### src/rtl/uart_pkg.sv
// Shared UART definitions: parity encodings, receiver state encoding and the
// 2-of-3 majority used for bit decisions.
package uart_pkg;

  localparam int PAR_NONE = 0;
  localparam int PAR_EVEN = 1;
  localparam int PAR_ODD  = 2;

  typedef enum logic [2:0] {
    ST_IDLE       = 3'd0,
    ST_START      = 3'd1,
    ST_DATA       = 3'd2,
    ST_PARITY     = 3'd3,
    ST_STOP       = 3'd4,
    ST_BREAK_WAIT = 3'd5
  } rx_state_e;

  function automatic logic maj3(input logic a, input logic b, input logic c);
    return (a & b) | (a & c) | (b & c);
  endfunction

endpackage

### src/rtl/uart_baud_tick.sv
// Oversample tick generator: down-counter that pulses tick at terminal count,
// every DIV clocks; clr restarts the phase.
module uart_baud_tick #(
  parameter int DIV = 10
) (
  input  logic clk_sys,
  input  logic rst,
  input  logic clr,
  output logic tick
);

  localparam int CW = (DIV > 2) ? $clog2(DIV) : 1;

  if (DIV < 2) begin : g_bad_div
    $error("uart_baud_tick: DIV must be at least 2");
  end

  logic [CW-1:0] cnt;

  always_ff @(posedge clk_sys or posedge rst) begin
    if (rst) begin
      cnt <= '0;
    end else if (clr || cnt == '0) begin
      cnt <= CW'(DIV - 1);
    end else begin
      cnt <= cnt - 1'b1;
    end
  end

  assign tick = (cnt == '0) && !clr;

endmodule

### src/rtl/uart_rx_cfg.sv
// Configurable UART receiver with majority-vote sampling, parity/frame/break
// detection and a valid/ready output holding register with overrun reporting.
//
// state         | meaning
// ST_IDLE       | line idle, waiting for a synchronised falling edge
// ST_START      | verifying the start bit (glitch rejection)
// ST_DATA       | shifting in DATA_LEN bits, LSB first
// ST_PARITY     | sampling the parity bit and latching any mismatch
// ST_STOP       | checking stop bits; frame completes at last mid-stop decision
// ST_BREAK_WAIT | break received, waiting for the line to return high
module uart_rx_cfg
  import uart_pkg::*;
#(
  parameter int CLK_FREQ   = 50_000_000,
  parameter int BAUD_RATE  = 9600,
  parameter int DATA_LEN   = 8,
  parameter int PARITY     = 0,
  parameter int STOP_BITS  = 1,
  parameter int OVERSAMPLE = 16
) (
  input  logic                clk_sys,
  input  logic                rst,
  input  logic                uart_rx,
  output logic [DATA_LEN-1:0] rx_dat,
  output logic                rx_valid,
  input  logic                rx_ready,
  output logic                parity_err,
  output logic                frame_err,
  output logic                break_det,
  output logic                overrun
);

  localparam int DIV  = CLK_FREQ / (BAUD_RATE * OVERSAMPLE);
  localparam int SW   = $clog2(OVERSAMPLE);
  localparam int HALF = OVERSAMPLE / 2;

  if (DATA_LEN < 5 || DATA_LEN > 9) begin : g_bad_len
    $error("uart_rx_cfg: DATA_LEN must be 5..9");
  end
  if (STOP_BITS != 1 && STOP_BITS != 2) begin : g_bad_stop
    $error("uart_rx_cfg: STOP_BITS must be 1 or 2");
  end
  if (OVERSAMPLE != 8 && OVERSAMPLE != 16) begin : g_bad_os
    $error("uart_rx_cfg: OVERSAMPLE must be 8 or 16");
  end
  if (PARITY < PAR_NONE || PARITY > PAR_ODD) begin : g_bad_par
    $error("uart_rx_cfg: PARITY must be 0, 1 or 2");
  end
  if (DIV < 2) begin : g_bad_div
    $error("uart_rx_cfg: CLK_FREQ/(BAUD_RATE*OVERSAMPLE) must be at least 2");
  end

  rx_state_e           state, state_nx;
  logic                sync1, rx_s, rx_d;
  logic                tick, clr, fall, dec, maj;
  logic [SW-1:0]       s_cnt;
  logic                m0, m1;
  logic [DATA_LEN-1:0] shreg;
  logic [3:0]          bit_cnt;
  logic                par_bit, par_err_r, stop_fe;
  logic                done, brk, brk_cand;

  always_ff @(posedge clk_sys or posedge rst) begin
    if (rst) begin
      sync1 <= 1'b1;
      rx_s  <= 1'b1;
      rx_d  <= 1'b1;
    end else begin
      sync1 <= uart_rx;
      rx_s  <= sync1;
      rx_d  <= rx_s;
    end
  end

  assign fall = rx_d & ~rx_s;
  assign clr  = (state == ST_IDLE) && fall;

  uart_baud_tick #(.DIV(DIV)) u_tick (
    .clk_sys (clk_sys),
    .rst     (rst),
    .clr     (clr),
    .tick    (tick)
  );

  assign dec      = tick && (s_cnt == SW'(HALF + 1));
  assign maj      = maj3(m0, m1, rx_s);
  assign brk_cand = (shreg == '0) && ((PARITY == PAR_NONE) || !par_bit);

  always_comb begin
    state_nx = state;
    done     = 1'b0;
    brk      = 1'b0;
    case (state)
      ST_IDLE:   if (fall) state_nx = ST_START;
      ST_START:  if (dec) state_nx = maj ? ST_IDLE : ST_DATA;
      ST_DATA: begin
        if (dec && bit_cnt == 4'(DATA_LEN - 1))
          state_nx = (PARITY != PAR_NONE) ? ST_PARITY : ST_STOP;
      end
      ST_PARITY: if (dec) state_nx = ST_STOP;
      ST_STOP: begin
        if (dec) begin
          // A break is decided on the first stop bit, even with two stop bits.
          if (bit_cnt == 4'd0 && brk_cand && !maj) begin
            done     = 1'b1;
            brk      = 1'b1;
            state_nx = ST_BREAK_WAIT;
          end else if (bit_cnt == 4'(STOP_BITS - 1)) begin
            done     = 1'b1;
            state_nx = ST_IDLE;
          end
        end
      end
      ST_BREAK_WAIT: if (rx_s) state_nx = ST_IDLE;
      default:   state_nx = ST_IDLE;
    endcase
  end

  always_ff @(posedge clk_sys or posedge rst) begin
    if (rst) begin
      state     <= ST_IDLE;
      s_cnt     <= '0;
      m0        <= 1'b1;
      m1        <= 1'b1;
      shreg     <= '0;
      bit_cnt   <= '0;
      par_bit   <= 1'b0;
      par_err_r <= 1'b0;
      stop_fe   <= 1'b0;
    end else begin
      state <= state_nx;
      if (clr) begin
        s_cnt     <= '0;
        par_err_r <= 1'b0;
        stop_fe   <= 1'b0;
      end else if (tick) begin
        s_cnt <= s_cnt + 1'b1;
      end
      if (tick && s_cnt == SW'(HALF - 1)) m0 <= rx_s;
      if (tick && s_cnt == SW'(HALF))     m1 <= rx_s;
      if (state != state_nx) begin
        bit_cnt <= '0;
      end else if (dec && (state == ST_DATA || state == ST_STOP)) begin
        bit_cnt <= bit_cnt + 1'b1;
      end
      if (dec && state == ST_DATA) shreg <= {maj, shreg[DATA_LEN-1:1]};
      if (dec && state == ST_PARITY) begin
        par_bit   <= maj;
        par_err_r <= (PARITY == PAR_ODD) ? (maj == ^shreg) : (maj != ^shreg);
      end
      if (dec && state == ST_STOP && !maj) stop_fe <= 1'b1;
    end
  end

  always_ff @(posedge clk_sys or posedge rst) begin
    if (rst) begin
      rx_dat     <= '0;
      rx_valid   <= 1'b0;
      parity_err <= 1'b0;
      frame_err  <= 1'b0;
      break_det  <= 1'b0;
      overrun    <= 1'b0;
    end else begin
      overrun <= 1'b0;
      if (done) begin
        if (rx_valid && !rx_ready) begin
          overrun <= 1'b1;
        end else begin
          rx_dat     <= shreg;
          parity_err <= par_err_r;
          frame_err  <= stop_fe | ~maj;
          break_det  <= brk;
          rx_valid   <= 1'b1;
        end
      end else if (rx_valid && rx_ready) begin
        rx_valid <= 1'b0;
      end
    end
  end

endmodule

### config.mk
export PLATFORM = sky130hd
export DESIGN_NAME = uart_rx_cfg
export DESIGN_NICKNAME = d
export VERILOG_FILES = /design/src/rtl/uart_pkg.sv /design/src/rtl/uart_baud_tick.sv /design/src/rtl/uart_rx_cfg.sv
export SDC_FILE = /design/constraint.sdc
export NUM_CORES = 1
export LEC_CHECK = 0
export BUFFER_PORTS_ARGS = -buffer_cell sky130_fd_sc_hd__buf_2
export CAP_MARGIN = 40
export CORE_MARGIN = 5
export CORE_UTILIZATION = 56
export CTS_CLUSTER_SIZE = 28
export DETAILED_ROUTE_END_ITERATION = 10
export PLACE_DENSITY_LB_ADDON = 0.12
export SLEW_MARGIN = 0
export SYNTH_ARGS = -nofsm -noshare
export SYNTH_HDL_FRONTEND = slang
export SYNTH_SLANG_ARGS = --single-unit
export TNS_END_PERCENT = 100
### constraint.sdc
create_clock -name clk_sys -period 2.39 [get_ports clk_sys]
set_input_delay 0.1195 -clock clk_sys [delete_from_list [all_inputs] [get_ports clk_sys]]
set_output_delay 0.1195 -clock clk_sys [all_outputs]
set_load 0.01 [all_outputs]
== Word level (Yosys, flattened, before mapping) ==
Cells that the tools add are included.
Storage, ports and cells
  bits of input ports: 4
  output and inout bits: 13
  logic and storage cells: 105
  flip-flop bits (word level): 48
Operators by class
  reductions and logical operators: 32
  add/sub/neg operators: 3
  bitwise operators: 10
  equal/unequal tests: 12
  muxes and demuxes: 30
Operators with widths (number)
  3-bit 2-to-1 mux: 8
  3-bit one-hot mux with 6 select lines: 1
  4-bit 2-to-1 mux: 4
  1-bit logical AND: 15
  1-bit 2-to-1 mux: 15
  2-bit nonzero test: 5
  9-bit zero test: 1
  9-bit 2-to-1 mux: 1
  9-bit by 1-bit subtractor with 9-bit output, second input constant: 1
  4-bit by 1-bit adder with 4-bit output, second input constant: 2
  4-bit by 3-bit equality test with 1-bit output, second input constant: 2
  4-bit equality test, second input constant: 2
  8-bit zero test: 1
  8-bit parity: 1
  3-bit by 2-bit equality test with 1-bit output, second input constant: 2
  3-bit equality test, second input constant: 2
  1-bit AND: 4
  4-bit zero test: 1
  2-bit AND reduction: 2
  3-bit by 1-bit equality test with 1-bit output, second input constant: 1
  1-bit zero test: 3
  3-bit zero test: 1
  3-bit inequality test: 1
  1-bit inverter: 3
  other kinds (5): 8

== Logic depth before layout (Yosys ltp) ==
Gate-level depths: netlist of the first run.
  depth in word-level cells: 11
  mapped depth: 8

== Hierarchy ==
From an unflattened synthesis of the first run, not the netlist that was laid out.
Second synthesis, totals
  cell total of the unflattened synthesis: 213
  area total of the unflattened synthesis: 2421.1 µm²
By module, submodules not included
  uart_rx_cfg: instances 1, sequential area each 982.2 µm², cells each 168, area each 1973.1 µm²
  uart_baud_tick: instances 1, sequential area each 225.2 µm², cells each 45, area each 447.9 µm²

== Worst setup path before layout of the first run ==
OpenSTA, ideal clock, no wires.
  path type: reg2reg
  start point: register bit_cnt[0]
  end point: register break_det
  cell stages (with the launch flop): 9
  arrival: 1.940 ns
  library setup time: 0.125 ns
  clock period less this slack: 2.065 ns
  data required time: 2.265 ns
  setup slack: 0.325 ns
  cell sequence: dfrtp_1 -> inv_1 -> ha_1 -> or3b_2 -> nor2_1 -> nand3_4 -> nor2b_4 -> buf_6 -> mux2_4
On the way
  word-level cells in the longest chain between the ends: 7
  elaborated cells between the ends (all ways): 11
  those cells by class: mux (7); reduce/logical (4)
Ends and longest elaborated chain
  start: declaration: line uart_rx_cfg.sv:59  | logic [3:0] bit_cnt;
  start signal: assignment: line uart_rx_cfg.sv:144  | bit_cnt <= bit_cnt + 1'b1;
  4-bit zero test (*): line uart_rx_cfg.sv:104, uart_rx_cfg.sv:108
  1-bit logical AND (2 in series): line uart_rx_cfg.sv:104  | if (bit_cnt == 4'd0 && brk_cand && !maj) begin
  1-bit 2-to-1 mux: line uart_rx_cfg.sv:104
  1-bit 2-to-1 mux: line uart_rx_cfg.sv:102  | if (dec) begin
  1-bit 2-to-1 mux: line uart_rx_cfg.sv:93  | case (state)
  2-bit AND reduction (no source line)
  end signal: assignment: line uart_rx_cfg.sv:172  | break_det <= brk;
  end: declaration: line uart_rx_cfg.sv:29  | output logic break_det,
Every way passes the cells marked *; elsewhere a longest branch is shown, timed or not.
A chain may end at the register's enable or synchronous reset.

== Worst setup path in the final report of the first run ==
  start point: register u_tick.cnt[0]
  end point: register bit_cnt[0]
On the way
  word-level cells in the longest chain between the ends: 8
  elaborated cells between the ends (all ways): 13
  those cells by class: eq/ne (1); mux (6); reduce/logical (6)
Ends and longest elaborated chain
  start: declaration: line uart_baud_tick.sv:18  | logic [CW-1:0] cnt;
  start signal: assignment: line uart_baud_tick.sv:24  | cnt <= CW'(DIV - 1);
  start signal: assignment: line uart_baud_tick.sv:26  | cnt <= cnt - 1'b1;
  9-bit zero test (*): line uart_baud_tick.sv:30  | assign tick = (cnt == '0) && !clr;
  1-bit logical AND (*): line uart_baud_tick.sv:30
  1-bit logical AND (*): line uart_rx_cfg.sv:85  | assign dec = tick && (s_cnt == SW'(HALF + 1));
  1-bit logical AND: line uart_rx_cfg.sv:97  | if (dec && bit_cnt == 4'(DATA_LEN - 1))
  3-bit 2-to-1 mux: line uart_rx_cfg.sv:97
  3-bit one-hot mux with 6 select lines: line uart_rx_cfg.sv:93
  3-bit inequality test: line uart_rx_cfg.sv:141  | if (state != state_nx) begin
  4-bit 2-to-1 mux or 2-bit nonzero test (tied branches)
Marks and branches as above.

==> results.toml, run 1 <==
[run_status]
status = "complete, no violations"

[timing]
fmax_mhz = 451.8
setup_violations = 0
rsz0062_at_grt = "no"
slew_headroom = 0.6656
maxSlewViolCount = 0
finalWorstSetupSlack_ps = 176.5
period_share = 0.9262
tightestPinTransition_ps = 500.5
fin_skew_ps = 6.858
period_needed_ps = 2214
timing.setup.tns_ps = 0
hold_viol_final = 0

[global_route]
grt_pass1_wl_mm = 7.458
grt_usage = 0.1548
grt_start_max_net_pins = 31
grt_pass1_vias = 1679
antenna_found_initial = 0
grt_overflow = 0

[yosys]
yosysMostFrequentCell = "dfrtp_1"
synth_compound_area_frac = 0.04460
synth_xor_area_frac = 0.05322
synth_commonest_cells = "dfrtp_1 (43), inv_1 (17), nand2_1 (15), nor2_1 (15)"
synthAdderAreaFrac = 0.05981
yosys.area_share.simple = 0.1916
syn_inst = 214
ys.flop_type = "dfrtp_1"
synth_area_mm2 = 0.002469
synthMuxAreaShare = 0.1110
synthArstFlopShare = 1.000
synth_edf_count = 0
synthTopCellsByArea = "dfrtp_1 (44%), mux2_4 (6.1%), ha_1 (5.6%)"
yosys_warnings = 0
synth_largest_area_cell = "dfrtp_1"
synth_top_area_frac = 0.4359
synth_area_per_cell_um2 = 11.54
synth_top_family_by_area = "simple AND/OR/NAND/NOR gates"
synthesis.nets = 229
ys_ff_latch = 48
yosysSeqAreaShare = 0.4891
synth.distinct_cells = 47

[route]
dr.pass1.iters = 5
antenna_left = 0
routed_wl_mm = 4.166
first_iter_violations = 88
avgRoutedWirePerCell_um = 14.32
drc = 0
via_per_inst = 5.488
vias = 1597

[clock_tree]
clk_path_buf_depth = 2
insertion_delay_ps = 300
clk_pin_slew_worst_paths_ps = 90
cts_tree = "done"
cts_buffers = 5
cts-root-buf = "clkbuf_8"
clock-sinks = 48
cts_resized = 0
htreeDepth = 2

[pwr]
power_frac_seq = 0.529
cellPowerDensity_mw_per_mm2 = 677.1
combPwrFrac = 0.154
p_clk_frac = 0.317
switching_share = 0.2824
ir_drop_mv = 0.4610
p_leak_uw = 0.001300
netSwitchingPower_uw = 528.7
p_int_uw = 1344

[finish]
final_util = 0.6395
n_antenna_cell = 0
layout-area-overhead-vs-synth_pct = 12.01
post-route-cell-area_mm2 = 0.002765
drive_above_1_share = 0.2720
nets = 253

[placed_design]
place_area_mm2 = 0.002630
gp_congestion = 0.8052
dp_hpwl_mm = 3.182
place_ws_ps = 163.8
port_buffers = 16

[setup_path]
path_buf_inv = 2
worstPathRequired_ps = 2570
critical_path_arrival_ps = 2390
cp-start-kind = "register"
crit_type = "register to register"
critPathMaxFanout = 8
crit_family = "simple AND/OR/NAND/NOR gates"
path_cells = "inv_1 > ha_1 > or4b_4 > nor2_8 > buf_4 > a31oi_1 > nor3b_2 > nor3_1"
end_kind = "register"
cpPeakStageDelay_ps = 530
cpMaxStageDelayCell = "or4b_4"

[die]
fp-row-count = 24
io_pins = 17
dieArea_mm2 = 0.005836
core_area_mm2 = 0.004324
fp.dieH_um = 76.40
initial_core_util = 0.5709
die_w_um = 76.40

[job]
maxCapViolations = 0

[worst_hold_path]
min_path_type = "primary input to register"
[through the flow]
stage,total power [uW],std cells,hold slack [ps]
6_report,1872,291,104.0
5_1_grt,1981,291,133.3
4_1_cts,1898,291,96.58
3_5_place_dp,1295,281,133.1
3_3_place_gp,1266,280,224.6
2_1_floorplan,1235,214,124.0
[per-layer routing]
layer,share of wire,track usage
met2,0.51,0.2620
met1,0.43,0.1950
met4,0.018,0.06119
met5,0,0
met3,0.041,0.02837
[final cells by class]
type / count / area (um2)
multi-input cells: 141 / 1136
fillers: 355 / 1559
repair buffers: 25 / 177.7
clock buffers: 5 / 68.82
well taps: 52 / 65.06
clock inverters: 3 / 46.29
flip-flops and latches: 48 / 1207
inverters: 17 / 63.81
[power groups by stage]
stage / sequential (uW) / combinational (uW) / clock (uW)
2_1_floorplan: 978 / 256 / 0
3_3_place_gp: 996 / 270 / 0
3_5_place_dp: 1000 / 292 / 0
4_1_cts: 990 / 295 / 614
5_1_grt: 1000 / 325 / 652
6_report: 990 / 289 / 594
[worst min-delay path, delay by kind of cell]
kind	cells	cell delay (ps)
buffers and inverters	1	70
AND/OR/NAND/NOR	2	180
[placed cells by master, fill, tap and decap left out, types with 2 or more instances in the layout]
master          n
mux2_2          2
xnor2_1        11
mux2_4         10
nand2_1        15
xor2_1          4
a31oi_1         3
o21ai_0         6
mux2i_1         9
nor3_1          5
or3_2           2
nand4_1         4
inv_1          16
nor2_1         15
buf_2          16
a21oi_1         4
buf_4           5
nor3_2          2
dfstp_2         5
buf_12          2
nand3_1         6
dfrtp_1        43
nand2b_1        2
dlygate4sd3_1   2
nor3b_1         4
and3_1          2
clkbuf_8        5
ha_1           11
nand4b_1        3
[repair_timing]
| item | 4_1_cts | 5_1_grt |
|---|---|---|
| buffers inserted | 0 | 0 |
| hold buffers | 2 | 0 |
| endpoints found under the hold margin | 14 | 0 |
[logic make-up (layout without fill, tap and decap cells)]
logic type               count (synthesis)  count (layout)
AO/OA/AOI/OAI                           18              18
flip-flops                              48              48
buffers and inverters                   25              50
AND/OR/NAND/NOR                         74              74
adder cells (fa/ha/maj)                 12              12
multiplexers                            22              22
XOR/XNOR                                15              15
[path summary, 6_finish.rpt]
kind                            cells after the start            end          start  slack, ps
min in group asynchronous                           3  u_tick.cnt[6]            rst        360
worst min-delay path                                3        overrun       rx_ready        100
worst min register to register                      0           rx_s          sync1        360
max in group asynchronous                           4        stop_fe            rst       1540
worst max register to register                      8     bit_cnt[0]  u_tick.cnt[0]        180
worst max-delay path                                8     bit_cnt[0]  u_tick.cnt[0]        180
[sequential cells by signal, summed over array words and instances, names as in the netlist, 3 cells and up]
register	count
u_tick.cnt	9
rx_dat	8
shreg	8
bit_cnt	4
s_cnt	4
state	3
Power figures use the tool's default switching activity.
==> run 2, diff against run 1 <==
- SLEW_MARGIN: 0 -> not set
- clock period: 2.39 -> 2.6 ns (I/O delays scaled with it)
==> run 2 against run 1 <==
Effect of this change:
- routed wire length rose by 3.3%
- worst setup slack improved by 130 ps
- via count fell by 0.94%
- non-clock buffer count fell by 2
- clock skew fell by 1.9 ps
- register-to-register slack improved by 130 ps
- sequential share of layout area rose by 0.42 points
- first-iteration DRC count fell by 39%
- critical path depth did not move
- total power fell by 12%
- global-route usage rose by 0.52 points
- critical endpoint is now rx_dat[7]
==> results.toml, run 2 (synthesized netlist as in run 1, its figures left out) <==
[finish]
layout-area-overhead-vs-synth_pct = 10.95
top_regs = "u_tick.cnt x9, rx_dat x8, shreg x8"
largest_register = "u_tick.cnt"
final_cell_mix = "dfrtp_1 (43), inv_1 (16), buf_2 (16)"
nFillCells = 356
n_antenna_cell = 0
nets = 251
largest_reg_flops = 9
drive_above_1_share = 0.2627
final_common_cell = "dfrtp_1"
post-route-cell-area_mm2 = 0.002739
final_util = 0.6334

[setup_path]
r2r_end = "rx_dat[7]"
worstPathRequired_ps = 2790
path_buf_inv = 2
critPathMaxFanout = 12
r2r-start = "u_tick.cnt[0]"
path_depth = 8
cpPeakStageDelay_ps = 520
cp-start-kind = "register"
crit_type = "register to register"
path_cells = "inv_1 > ha_1 > or4b_4 > nor2_8 > nand3_4 > nor2b_4 > buf_12 > mux2_2"
end_kind = "register"
cpMaxStageDelayCell = "or4b_4"
reg2reg_slack_ps = 310
ff2ff_path_depth = 8
critical_path_arrival_ps = 2480
crit_family = "simple AND/OR/NAND/NOR gates"

[placed_design]
dp_hpwl_mm = 3.219
gp_congestion = 0.8479
port_buffers = 16
place_area_mm2 = 0.002623

[die]
dieArea_mm2 = 0.005836
initial_core_util = 0.5709
fp.dieH_um = 76.40
fp-row-count = 24
core_area_mm2 = 0.004324
die_w_um = 76.40
io_pins = 17

[global_route]
grt_pass1_vias = 1693
grt_pass1_wl_mm = 7.555
grt_usage = 0.1600
grt_start_max_net_pins = 27
grt_overflow = 0
antenna_found_initial = 0

[timing]
period_needed_ps = 2295
fmax_mhz = 435.8
maxSlewViolCount = 0
tightestPinTransition_ps = 667.5
slew_headroom = 0.5503
period_share = 0.8826
setup_violations = 0
hold_viol_final = 0
whs_ps = 126.4
rsz0062_at_grt = "no"
fin_skew_ps = 4.914
timing.setup.tns_ps = 0

[pwr]
ir_drop_mv = 0.4428
cellPowerDensity_mw_per_mm2 = 604.6
p_leak_uw = 0.001288

[route]
drc = 0
avgRoutedWirePerCell_um = 14.94
routed_wl_mm = 4.303
dr.pass1.iters = 4
first_iter_violations = 54
vias = 1582
via_per_inst = 5.493
antenna_left = 0

[worst_hold_path]
hold_start = "rx_ready"
min_path_type = "primary input to register"
min_to = "overrun"
min_path_cells = 3

[clock_tree]
postCtsSetupBuffers = 0
insertion_delay_ps = 300
htreeDepth = 2
clock-sinks = 48
cts_buffers = 5
clk_path_buf_depth = 2
clk_pin_slew_worst_paths_ps = 80
cts_resized = 0
cts-root-buf = "clkbuf_8"
cts_tree = "done"

[run_status]
status = "complete, no violations"

[job]
maxCapViolations = 0
==> run 2: stage by stage <==
stage / cells / power, uW / setup slack, ps
after floorplan: 214 / 1135 / 535.2
after global placement: 278 / 1159 / 403.7
after detailed placement: 279 / 1198 / 304.2
after CTS: 288 / 1679 / 285.3
after global routing: 288 / 1756 / 168.7
final: 288 / 1656 / 305.4
==> run 2: repair_timing <==
action,in CTS,in global routing
setup endpoints to repair,0,0
endpoints found under the hold margin,23,0
hold buffers,2,0
==> run 2: per-layer routing <==
| metal | part of all wire | global-route usage | up-vias |
|---|---|---|---|
| met4 | 0.015 | 0.06119 | 0 |
| met2 | 0.52 | 0.2791 | 18 |
| li1 | - | - | 772 |
| met1 | 0.44 | 0.1856 | 787 |
| met5 | 0 | 0 | - |
| met3 | 0.033 | 0.04374 | 5 |
==> run 2: power by group <==
part | total [uW] | switching, uW | internal, uW
clock | 470 | 233 | 237
combinational | 272 | 154 | 118
sequential | 914 | 86.0 | 828
total | 1660 | 473 | 1180
==> run 2: worst max-delay path by stage <==
stage	startpoint	endpoint	slack [ps]
2_1_floorplan	bit_cnt[0]	break_det	540
3_3_place_gp	u_tick.cnt[0]	rx_dat[7]	400
3_5_place_dp	u_tick.cnt[0]	rx_dat[7]	300
4_1_cts	u_tick.cnt[0]	rx_dat[7]	290
5_1_grt	u_tick.cnt[0]	rx_dat[7]	170
6_report	u_tick.cnt[0]	rx_dat[7]	310
==> run 2: worst reg2reg max path, cell delays in order, from the launching register on <==
cell,delay [ps]
dfrtp_1,410
inv_1,110
ha_1,160
or4b_4,530
nor2_8,220
nand3_4,120
nor2b_4,160
buf_12,160
mux2_2,340
==> run 2: final cells by class <==
type	count	area, um2	share of cell area
repair buffers	23	170.2	0.06213
flip-flops and latches	48	1207	0.4408
inverters	17	63.81	0.02330
clock buffers	7	96.34	0.03518
multi-input cells	141	1136	0.4148
well taps	52	65.06	0.02376
==> run 3, diff against run 2 <==
--- a/config.mk
+++ b/config.mk
@@ -10,3 +10,3 @@
 export CORE_MARGIN = 5
-export CORE_UTILIZATION = 56
+export CORE_UTILIZATION = 40
 export CTS_CLUSTER_SIZE = 28
==> constraint.sdc (replaced) <==
create_clock -name clk_sys -period 2.6 [get_ports clk_sys]
set_input_delay 0.39 -clock clk_sys [delete_from_list [all_inputs] [get_ports clk_sys]]
set_output_delay 0.39 -clock clk_sys [all_outputs]
set_load 0.01 [all_outputs]
==> run 3 against run 2 <==
Effect of this change:
- die area is 34% higher
- sequential share of layout area is 0.061 points higher
- register-to-register slack worse by 40 ps
- flip-flop and latch count stayed put
- largest cell class unchanged
==> results.toml, run 3 (synthesized netlist as in run 1, its figures left out) <==
[setup_path]
worstPathRequired_ps = 2780
cp-start-kind = "register"
cpPeakStageDelay_ps = 520
crit_type = "register to register"
end_kind = "register"
cpMaxStageDelayCell = "or4b_4"
path_cells = "inv_1 > ha_1 > or4b_4 > nor2_8 > nand3_4 > nor2b_4 > buf_4 > mux2_2"
critPathMaxFanout = 12
critical_path_arrival_ps = 2520

[route]
dr.pass1.iters = 4
antenna_left = 0
first_iter_violations = 56
drc = 0
via_per_inst = 5.022
vias = 1572
routed_wl_mm = 4.383
avgRoutedWirePerCell_um = 14.00

[run_status]
status = "complete, no violations"

[timing]
fmax_mhz = 428.4
setup_violations = 0
timing.setup.tns_ps = 0
fin_skew_ps = 5.392
tightestPinTransition_ps = 595.2
slew_headroom = 0.6032
rsz0062_at_grt = "no"
period_share = 0.8977
period_needed_ps = 2334
maxSlewViolCount = 0
hold_viol_final = 0

[clock_tree]
clk_path_buf_depth = 2
htreeDepth = 2
cts-root-buf = "clkbuf_8"
cts_tree = "done"
clock-sinks = 48
clk_pin_slew_worst_paths_ps = 80
cts_resized = 0
cts_hold_buf = 0
insertion_delay_ps = 290
postCtsSetupBuffers = 0
cts_buffers = 5

[placed_design]
placedCellCount = 305
gp_congestion = 0.7893
port_buffers = 16
dp_hpwl_mm = 3.176

[finish]
largest_register = "u_tick.cnt"
final_common_cell = "dfrtp_1"
fin_cells = 313
nets = 252
nFillCells = 574
layout-area-overhead-vs-synth_pct = 10.80
final_cell_mix = "dfrtp_1 (43), inv_1 (16), buf_2 (16)"
largest_reg_flops = 9
drive_above_1_share = 0.2731
top_regs = "u_tick.cnt x9, rx_dat x8, shreg x8"
n_antenna_cell = 0

[pwr]
p_leak_uw = 0.001278
ir_drop_mv = 0.4132
cellPowerDensity_mw_per_mm2 = 592.9

[die]
core_area_mm2 = 0.005956
initial_core_util = 0.4145
dieArea_mm2 = 0.007843
io_pins = 17
fp.dieH_um = 88.56
die_w_um = 88.56
fp-row-count = 28

[global_route]
grt_usage = 0.1241
grt_start_max_net_pins = 49
antenna_found_initial = 0
grt_pass1_wl_mm = 7.514
grt_pass1_vias = 1677
grt_overflow = 0

[job]
maxCapViolations = 0

[worst_hold_path]
min_path_type = "primary input to register"
run 3: cell types whose count changed in the layout (fill, tap and decap cells not counted), sizes merged:
cell / previous run / this run
dlygate4sd3: 2 / 0
clkinvlp: 0 / 1
buf: 21 / 24
run 3: metrics by stage:
stage | instance area (um2) | setup slack [ps] | total power, uW | utilization | hold WS, ps
2_1_floorplan | 2469 | 535.2 | 1135 | - | 345.2
3_3_place_gp | 2641 | 317.0 | 1185 | 0.4435 | 346.6
3_5_place_dp | 2641 | 271.7 | 1190 | 0.4435 | 347.6
4_1_cts | 2735 | 239.3 | 1656 | 0.4592 | 179.8
5_1_grt | 2735 | 111.2 | 1749 | 0.4592 | 175.8
6_report | 2735 | 265.9 | 1622 | 0.4592 | 189.8
run 3: critical path, delay by kind of cell, from the launching register on:
kind | cells | cell delay, ps
buffers and inverters | 2 | 340
AND/OR/NAND/NOR | 4 | 980
adder cells (fa/ha/maj) | 1 | 150
multiplexers | 1 | 350
flip-flops | 1 | 390
run 3: final cells by class:
class | count | area, um2 | share of cell area
Sequential cell | 48 | 1207 | 0.4414
Multi-Input combinational cell | 141 | 1136 | 0.4154
Timing Repair Buffer | 24 | 140.1 | 0.05124
Tap cell | 75 | 93.84 | 0.03431
Clock buffer | 7 | 86.33 | 0.03156
Inverter | 17 | 63.81 | 0.02333
Clock inverter | 1 | 7.507 | 0.002745
run 3: where the power goes:
group / internal (uW) / switching, uW / leakage, uW
clock: 216 / 235 / 0.0000445
sequential: 828 / 75.0 / 0.000629
combinational: 117 / 150 / 0.000604
run 3: worst paths after layout:
| path | from | to | slack [ps] | depth (start not counted) |
|---|---|---|---|---|
| setup / recovery | u_tick.cnt[0] | rx_dat[7] | 270 | 8 |
| hold / removal | uart_rx | sync1 | 190 | 1 |
| setup reg to reg | u_tick.cnt[0] | rx_dat[7] | 270 | 8 |
| hold reg to reg | sync1 | rx_s | 360 | 0 |
| max in group asynchronous | rst | state[0] | 1960 | 3 |
| min in group asynchronous | rst | shreg[0] | 240 | 3 |
run 3: per-layer routing:
metal | wire length (um) | up-vias | part of all wire | GRT usage
met3 | 130 | 4 | 0.030 | 0.02607
met1 | 2099 | 775 | 0.48 | 0.1519
met5 | 0 | - | 0 | 0
met4 | 51 | 0 | 0.012 | 0.04121
met2 | 2101 | 19 | 0.48 | 0.2175
li1 | - | 774 | - | -
